==> src/rtl/multi_digit_counter_pkg.sv <==
// Shared constants, digit-slice opcodes and helpers for the multi-digit up/down counter.
package multi_digit_counter_pkg;

  localparam int RADIX_BIN = 16;
  localparam int RADIX_BCD = 10;
  localparam int DIGIT_W   = 4;

  typedef enum logic [2:0] {
    OP_HOLD,
    OP_CLEAR,
    OP_LOAD,
    OP_INC,
    OP_DEC
  } digit_op_e;

  function automatic int sel_w(input int digits);
    return (digits > 1) ? $clog2(digits) : 1;
  endfunction

  // Out-of-range digit codes (e.g. 0xA..0xF in BCD) are stored as zero.
  function automatic logic [DIGIT_W-1:0] legal_digit(input logic [DIGIT_W-1:0] v,
                                                     input int radix);
    return (int'(v) < radix) ? v : '0;
  endfunction

endpackage

==> src/rtl/multi_digit_counter_if.sv <==
// Control and status bundle of the multi-digit counter; clock and reset stay plain ports.
interface multi_digit_counter_if
  import multi_digit_counter_pkg::*;
#(
  parameter int DIGITS = 4,
  parameter int SELW   = sel_w(DIGITS)
);

  logic                      nSCLR;
  logic                      nLOAD;
  logic                      nRLD;
  logic [SELW-1:0]           Digit;
  logic [DIGIT_W-1:0]        Din;
  logic                      ENP;
  logic                      ENT;
  logic                      UP;
  logic                      AUTO;
  logic                      CLR_OVF;
  logic [DIGIT_W*DIGITS-1:0] Dout;
  logic                      RCO;
  logic                      OVF;

  modport master (
    output nSCLR, nLOAD, nRLD, Digit, Din, ENP, ENT, UP, AUTO, CLR_OVF,
    input  Dout, RCO, OVF
  );

  modport slave (
    input  nSCLR, nLOAD, nRLD, Digit, Din, ENP, ENT, UP, AUTO, CLR_OVF,
    output Dout, RCO, OVF
  );

endinterface

==> src/rtl/multi_digit_counter_digit.sv <==
// One 4-bit counter slice: clear, load, increment or decrement modulo RADIX, plus
// a terminal flag that reflects the current count direction.
module counter_digit
  import multi_digit_counter_pkg::*;
#(
  parameter int RADIX = RADIX_BIN
) (
  input  logic               clk,
  input  logic               rst_n,
  input  digit_op_e          i_op,
  input  logic [DIGIT_W-1:0] i_load_val,
  input  logic               i_up,
  output logic [DIGIT_W-1:0] o_val,
  output logic               o_term
);

  localparam logic [DIGIT_W-1:0] MAX_VAL = DIGIT_W'(RADIX - 1);

  logic [DIGIT_W-1:0] r_val;
  logic [DIGIT_W-1:0] w_next;

  // NOTE: every variable written here gets a value before the case, so no path
  // leaves it unassigned and no latch is inferred.
  always_comb begin
    w_next = r_val;
    case (i_op)
      OP_CLEAR: w_next = '0;
      OP_LOAD:  w_next = legal_digit(i_load_val, RADIX);
      OP_INC:   w_next = (r_val == MAX_VAL) ? '0 : r_val + 1'b1;
      OP_DEC:   w_next = (r_val == '0) ? MAX_VAL : r_val - 1'b1;
      default:  w_next = r_val;
    endcase
  end

  // NOTE: state registers use non-blocking assignment so every flop samples the
  // pre-edge values regardless of process evaluation order.
  always_ff @(posedge clk or negedge rst_n) begin
    if (!rst_n) begin
      r_val <= '0;
    end else begin
      r_val <= w_next;
    end
  end

  assign o_val  = r_val;
  assign o_term = i_up ? (r_val == MAX_VAL) : (r_val == '0);

endmodule

==> src/rtl/multi_digit_counter.sv <==
// Cascadable multi-digit binary/BCD up/down counter with per-digit load, reload
// register for auto-reload on terminal count, combinational RCO and sticky OVF.
module multi_digit_counter
  import multi_digit_counter_pkg::*;
#(
  parameter int DIGITS = 4,
  parameter int RADIX  = RADIX_BIN,
  parameter int SELW   = sel_w(DIGITS)
) (
  input  logic                 CLK,
  input  logic                 nCLR,
  multi_digit_counter_if.slave bus
);

  logic [SELW-1:0]           w_sel;
  logic                      w_sel_valid;
  logic                      w_load_act;
  logic                      w_count_act;
  logic                      w_rollover;
  logic [DIGITS-1:0]         w_term;
  logic [DIGITS:0]           w_below_term;
  logic [DIGIT_W*DIGITS-1:0] w_dout;
  logic                      r_ovf;

  assign w_sel       = bus.Digit;
  assign w_sel_valid = int'(w_sel) < DIGITS;

  // A load aimed at a non-existent digit is ignored entirely, counting proceeds.
  assign w_load_act  = !bus.nLOAD && w_sel_valid;
  assign w_count_act = bus.nSCLR && !w_load_act && bus.ENP && bus.ENT;

  // w_below_term[i] is high when every digit below i sits at its terminal value.
  always_comb begin
    w_below_term[0] = 1'b1;
    for (int k = 0; k < DIGITS; k++) begin
      w_below_term[k+1] = w_below_term[k] & w_term[k];
    end
  end

  assign w_rollover = w_count_act && w_below_term[DIGITS];

  for (genvar i = 0; i < DIGITS; i++) begin : g_digit
    digit_op_e          w_op;
    logic [DIGIT_W-1:0] w_load_val;
    logic [DIGIT_W-1:0] w_val;
    logic [DIGIT_W-1:0] r_reload;
    logic               w_hit;

    assign w_hit = (int'(w_sel) == i);

    // NOTE: the reload bank is a handful of flops rather than a RAM, so it takes
    // the asynchronous clear along with the count.
    always_ff @(posedge CLK or negedge nCLR) begin
      if (!nCLR) begin
        r_reload <= '0;
      end else if (!bus.nRLD && w_hit) begin
        r_reload <= legal_digit(bus.Din, RADIX);
      end
    end

    always_comb begin
      w_op       = OP_HOLD;
      w_load_val = r_reload;
      if (!bus.nSCLR) begin
        w_op = OP_CLEAR;
      end else if (w_load_act) begin
        if (w_hit) begin
          w_op       = OP_LOAD;
          w_load_val = bus.Din;
        end
      end else if (w_count_act) begin
        if (w_rollover && bus.AUTO) begin
          w_op = OP_LOAD;
        end else if (w_below_term[i]) begin
          w_op = bus.UP ? OP_INC : OP_DEC;
        end
      end
    end

    counter_digit #(
      .RADIX (RADIX)
    ) u_digit (
      .clk        (CLK),
      .rst_n      (nCLR),
      .i_op       (w_op),
      .i_load_val (w_load_val),
      .i_up       (bus.UP),
      .o_val      (w_val),
      .o_term     (w_term[i])
    );

    assign w_dout[DIGIT_W*i +: DIGIT_W] = w_val;
  end

  // A rollover wins over a simultaneous CLR_OVF so no terminal event is lost.
  always_ff @(posedge CLK or negedge nCLR) begin
    if (!nCLR) begin
      r_ovf <= 1'b0;
    end else if (w_rollover) begin
      r_ovf <= 1'b1;
    end else if (bus.CLR_OVF) begin
      r_ovf <= 1'b0;
    end
  end

  assign bus.Dout = w_dout;
  assign bus.RCO  = bus.ENT && w_below_term[DIGITS];
  assign bus.OVF  = r_ovf;

endmodule
==> src/flat_wrapper.sv <==
// flat-port wrapper written by rule: the top's interface ports become plain ports
module multi_digit_counter_flat import multi_digit_counter_pkg::*;
#(
  parameter int DIGITS = 4,
  parameter int RADIX  = RADIX_BIN,
  parameter int SELW   = sel_w(DIGITS)
)
  (CLK, nCLR, bus_nSCLR, bus_nLOAD, bus_nRLD, bus_Digit, bus_Din, bus_ENP, bus_ENT, bus_UP, bus_AUTO, bus_CLR_OVF, bus_Dout, bus_RCO, bus_OVF);
  multi_digit_counter_if #(.DIGITS(DIGITS), .SELW(SELW)) bus_i ();
  input  logic CLK;
  input  logic nCLR;
  input wire logic [$bits(bus_i.nSCLR)-1:0] bus_nSCLR;
  input wire logic [$bits(bus_i.nLOAD)-1:0] bus_nLOAD;
  input wire logic [$bits(bus_i.nRLD)-1:0] bus_nRLD;
  input wire logic [$bits(bus_i.Digit)-1:0] bus_Digit;
  input wire logic [$bits(bus_i.Din)-1:0] bus_Din;
  input wire logic [$bits(bus_i.ENP)-1:0] bus_ENP;
  input wire logic [$bits(bus_i.ENT)-1:0] bus_ENT;
  input wire logic [$bits(bus_i.UP)-1:0] bus_UP;
  input wire logic [$bits(bus_i.AUTO)-1:0] bus_AUTO;
  input wire logic [$bits(bus_i.CLR_OVF)-1:0] bus_CLR_OVF;
  output wire logic [$bits(bus_i.Dout)-1:0] bus_Dout;
  output wire logic [$bits(bus_i.RCO)-1:0] bus_RCO;
  output wire logic [$bits(bus_i.OVF)-1:0] bus_OVF;
  assign bus_i.nSCLR = bus_nSCLR;
  assign bus_i.nLOAD = bus_nLOAD;
  assign bus_i.nRLD = bus_nRLD;
  assign bus_i.Digit = bus_Digit;
  assign bus_i.Din = bus_Din;
  assign bus_i.ENP = bus_ENP;
  assign bus_i.ENT = bus_ENT;
  assign bus_i.UP = bus_UP;
  assign bus_i.AUTO = bus_AUTO;
  assign bus_i.CLR_OVF = bus_CLR_OVF;
  assign bus_Dout = bus_i.Dout;
  assign bus_RCO = bus_i.RCO;
  assign bus_OVF = bus_i.OVF;
  multi_digit_counter #(.DIGITS(DIGITS), .RADIX(RADIX), .SELW(SELW)) u_core (.CLK(CLK), .nCLR(nCLR), .bus(bus_i));
endmodule
==> config.mk <==
export PLATFORM = sky130hd
export DESIGN_NAME = multi_digit_counter_flat
export DESIGN_NICKNAME = d
export VERILOG_FILES = /design/src/rtl/multi_digit_counter_pkg.sv /design/src/rtl/multi_digit_counter_if.sv /design/src/rtl/multi_digit_counter_digit.sv /design/src/rtl/multi_digit_counter.sv /design/src/flat_wrapper.sv
export SDC_FILE = /design/constraint.sdc
export NUM_CORES = 1
export LEC_CHECK = 0
export BUFFER_PORTS_ARGS = -buffer_cell sky130_fd_sc_hd__buf_2
export CORE_UTILIZATION = 55
export CTS_CLUSTER_DIAMETER = 150
export DETAILED_ROUTE_END_ITERATION = 6
export GPL_TIMING_DRIVEN = 0
export PLACE_DENSITY = 0.77
export SYNTH_ARGS = -nofsm -noshare
export SYNTH_HDL_FRONTEND = slang
export SYNTH_SLANG_ARGS = --single-unit
==> constraint.sdc <==
create_clock -name CLK -period 4.04 [get_ports CLK]
set_clock_uncertainty 0.15 [all_clocks]
set_input_delay 0.808 -clock CLK [delete_from_list [all_inputs] [get_ports CLK]]
set_output_delay 0.808 -clock CLK [all_outputs]
set_load 0.02 [all_outputs]
==> qor.csv <==
stage;metric;value;unit
drt;ant_nets;0;
power;finalPower;1.12;mW
drt;wl_per_cell;15.9;um
drt;vias;2179;
sta;fmax;0.309;GHz
placement;gp_congestion;0.890;
sta;finalCritPeriodShare;80.2;%
critical_path;crit_start;u_core.g_digit[2].u_digit.o_val[0];
cts;cts_tree;done;
cts;path_clk_slew;0.06;ns
global_routing;antenna_found_initial;0;
finish;drive_gt1_share;26.1;%
drt;met1Wirelength;2.76;mm
sta;slew-limit-headroom;50.3;%
cts;holdBufCountCts;0;
critical_path;worstPathMaxFanout;7;
sta;finalSetupTns;0;ns
critical_path;required;3.08;ns
sta;setup_violations;0;
global_routing;grt_pass1_wl;9.25;mm
sta;worst_pin_slew;0.746;ns
sta;maxSlewViolCount;0;
logic_synthesis;ys_ff_latch;33;
drt;top_layer;met4;
logic_synthesis;yosysUniqueCellTypes;59;
logic_synthesis;synth_compound_area_share;25.0;%
cts;cts_resized;0;
finish;n_antenna_cell;0;
power;leakage;1.23;nW
sta;period_needed;3.24;ns
hold_path;hold_depth;2;
sta;hold_ws;0.331;ns
logic_synthesis;synth_fa_ha_area_share;5.99;%
finish;area_growth;13.2;%
cts;htreeDepth;2;
logic_synthesis;synth-xor-area-share;1.05;%
floorplan;die_w;69.5;um
finish;multiInputGateArea;1510;sq um
critical_path;reg2reg_from;u_core.g_digit[2].u_digit.o_val[0];
drt;first_pass_iters;4;
power;powerDensity;395;nW/um^2
floorplan;coreArea;4350;sq um
critical_path;critPathCaptureType;primary output;
drt;routed_wl;5.60;mm
placement;hpwl;4.21;mm
logic_synthesis;syn_nets;289;
hold_path;holdCritStartpoint;u_core.g_digit[1].r_reload[0];
drt;avgViaCountPerCell;6.21;
critical_path;critPathKind;register to primary output;
sta;rsz0062_at_grt;false;
logic_synthesis;syn-cell-area;2500;sq um
cts;cts_made_buffers;5;
cts;clk_latency;0.29;ns
logic_synthesis;synth-simple-area-share;17.0;%
floorplan;num_rows;24;
cts;cts_sinks;33;
floorplan;fp.dieH;69.5;um
logic_synthesis;yosysWarnings;0;
hold_path;hold_class;register to register;
logic_synthesis;synthArstFlopShare;100;%
finish;final_common_cell;dfrtp_1;
finish;n_fill_cell;370;
finish;nets;326;
global_routing;grt_pass1_vias;1941;
drt;met3_length;288;um
logic_synthesis;yosysSeqAreaShare;33.0;%
sta;hold_violations;0;
finish;regArea;826;sq um
logic_synthesis;synth_top_family_by_area;compound AO/OA/AOI/OAI gates;
drt;dr.first_iter.drc_count;107;
logic_synthesis;dominantRegCellSynth;dfrtp_1;
logic_synthesis;synthMuxAreaShare;11.3;%
floorplan;die-area;4830;sq um
floorplan;initial_core_util;57.5;%
cts;cts-root-buf;clkbuf_8;
drt;route.detailed.drc;0;
finish;layout_common_cells;dfrtp_1 (33), buf_2 (30), o21ai_0 (24);
global_routing;overflow;0;
critical_path;start_kind;register;
critical_path;ff2ff_path_depth;7;
floorplan;ios;34;
logic_synthesis;synth_cells;261;
run_status;outcome;finished clean;
power;vdd_drop_max;0.292;mV
drt;met2_length;2.49;mm
job;max-cap-violations;0;
critical_path;crit_arrival;2.28;ns
global_routing;grt_max_degree;34;
logic_synthesis;synth_area_per_cell;9.60;sq um
cts;clk_path_buf_depth;2;
logic_synthesis;synth_enable_flop_cells;0;
placement;port_buffers;30;
global_routing;grt.total_usage;24.3;%
cts;cts_setup_buffers;0;
==> final timing paths <==
kind	endpoint	slack, ns
min	u_core.g_digit[1].u_digit.o_val[0]	0.33
min in group asynchronous	u_core.g_digit[2].u_digit.o_val[2]	0.43
max in group asynchronous	u_core.g_digit[0].r_reload[0]	2.83
min reg2reg	u_core.g_digit[1].u_digit.o_val[0]	0.33
max	bus_RCO	0.80
max reg2reg	u_core.g_digit[0].u_digit.o_val[3]	1.33
==> cell type report <==
| type | count | area share (%) |
|---|---|---|
| clock inverter | 1 | 1.06 |
| tap | 52 | 2.29 |
| buffer | 10 | 3.62 |
| sequential | 33 | 29.1 |
| multi-input combinational | 201 | 53.3 |
| clock buffer | 7 | 3.04 |
| inverter | 17 | 2.25 |
| timing repair buffer | 30 | 5.29 |
==> synth_stat cells, drive strengths merged, types with 5 or more instances <==
cell	number	area share [%]
nor2	13	1.9
dfrtp	33	33
ha	12	6.0
clkbuf	6	2.1
o21ai	27	5.4
mux2i	8	3.2
inv	17	2.5
o221ai	5	1.7
nand2	19	2.8
a22oi	8	2.9
mux2	18	8.1
nor3	7	1.4
a21oi	19	4.2
==> metrics by stage <==
step	area, sq um	setup WS [ns]	std cells	util (%)
after global routing	2840	0.687	351	65.1
after CTS	2840	0.800	351	65.1
final	2840	0.802	351	65.1
after floorplan	2500	1.17	261	-
after detailed placement	2720	0.834	343	62.5
after global placement	2720	0.837	343	62.5
==> registers in the layout, summed over array words and instances (netlist names) <==
register and cells:
u_core.g_digit.u_digit.o_val 16, u_core.g_digit.r_reload 16, u_core.bus.OVF 1
==> routing by layer <==
metal	vias up	track usage, %
met4	0	7.94
met3	6	4.22
met1	1034	35.7
met5	-	0
li1	1072	-
met2	67	36.4
==> worst max-delay path, cell delays in order, from the launching register on <==
cell and delay, ns:
dfrtp_1 0.43, inv_1 0.16, ha_1 0.20, or4b_4 0.49, a22oi_4 0.29, and4_2 0.27
buf_2 0.16
==> cells by family (layout without fill, tap and decap cells) <==
logic type / after synthesis / count (layout)
adder cells (fa/ha/maj): 12 / 12
flip-flops: 33 / 33
buffers and inverters: 27 / 65
AO/OA/AOI/OAI: 88 / 88
XOR/XNOR: 3 / 3
multiplexers: 26 / 26
AND/OR/NAND/NOR: 72 / 72
==> power breakdown <==
group	switching (mW)	internal [mW]
logic	0.208	0.162
registers	0.0464	0.383
clock network	0.121	0.201
No activity file was read; power rests on OpenSTA's default activity.
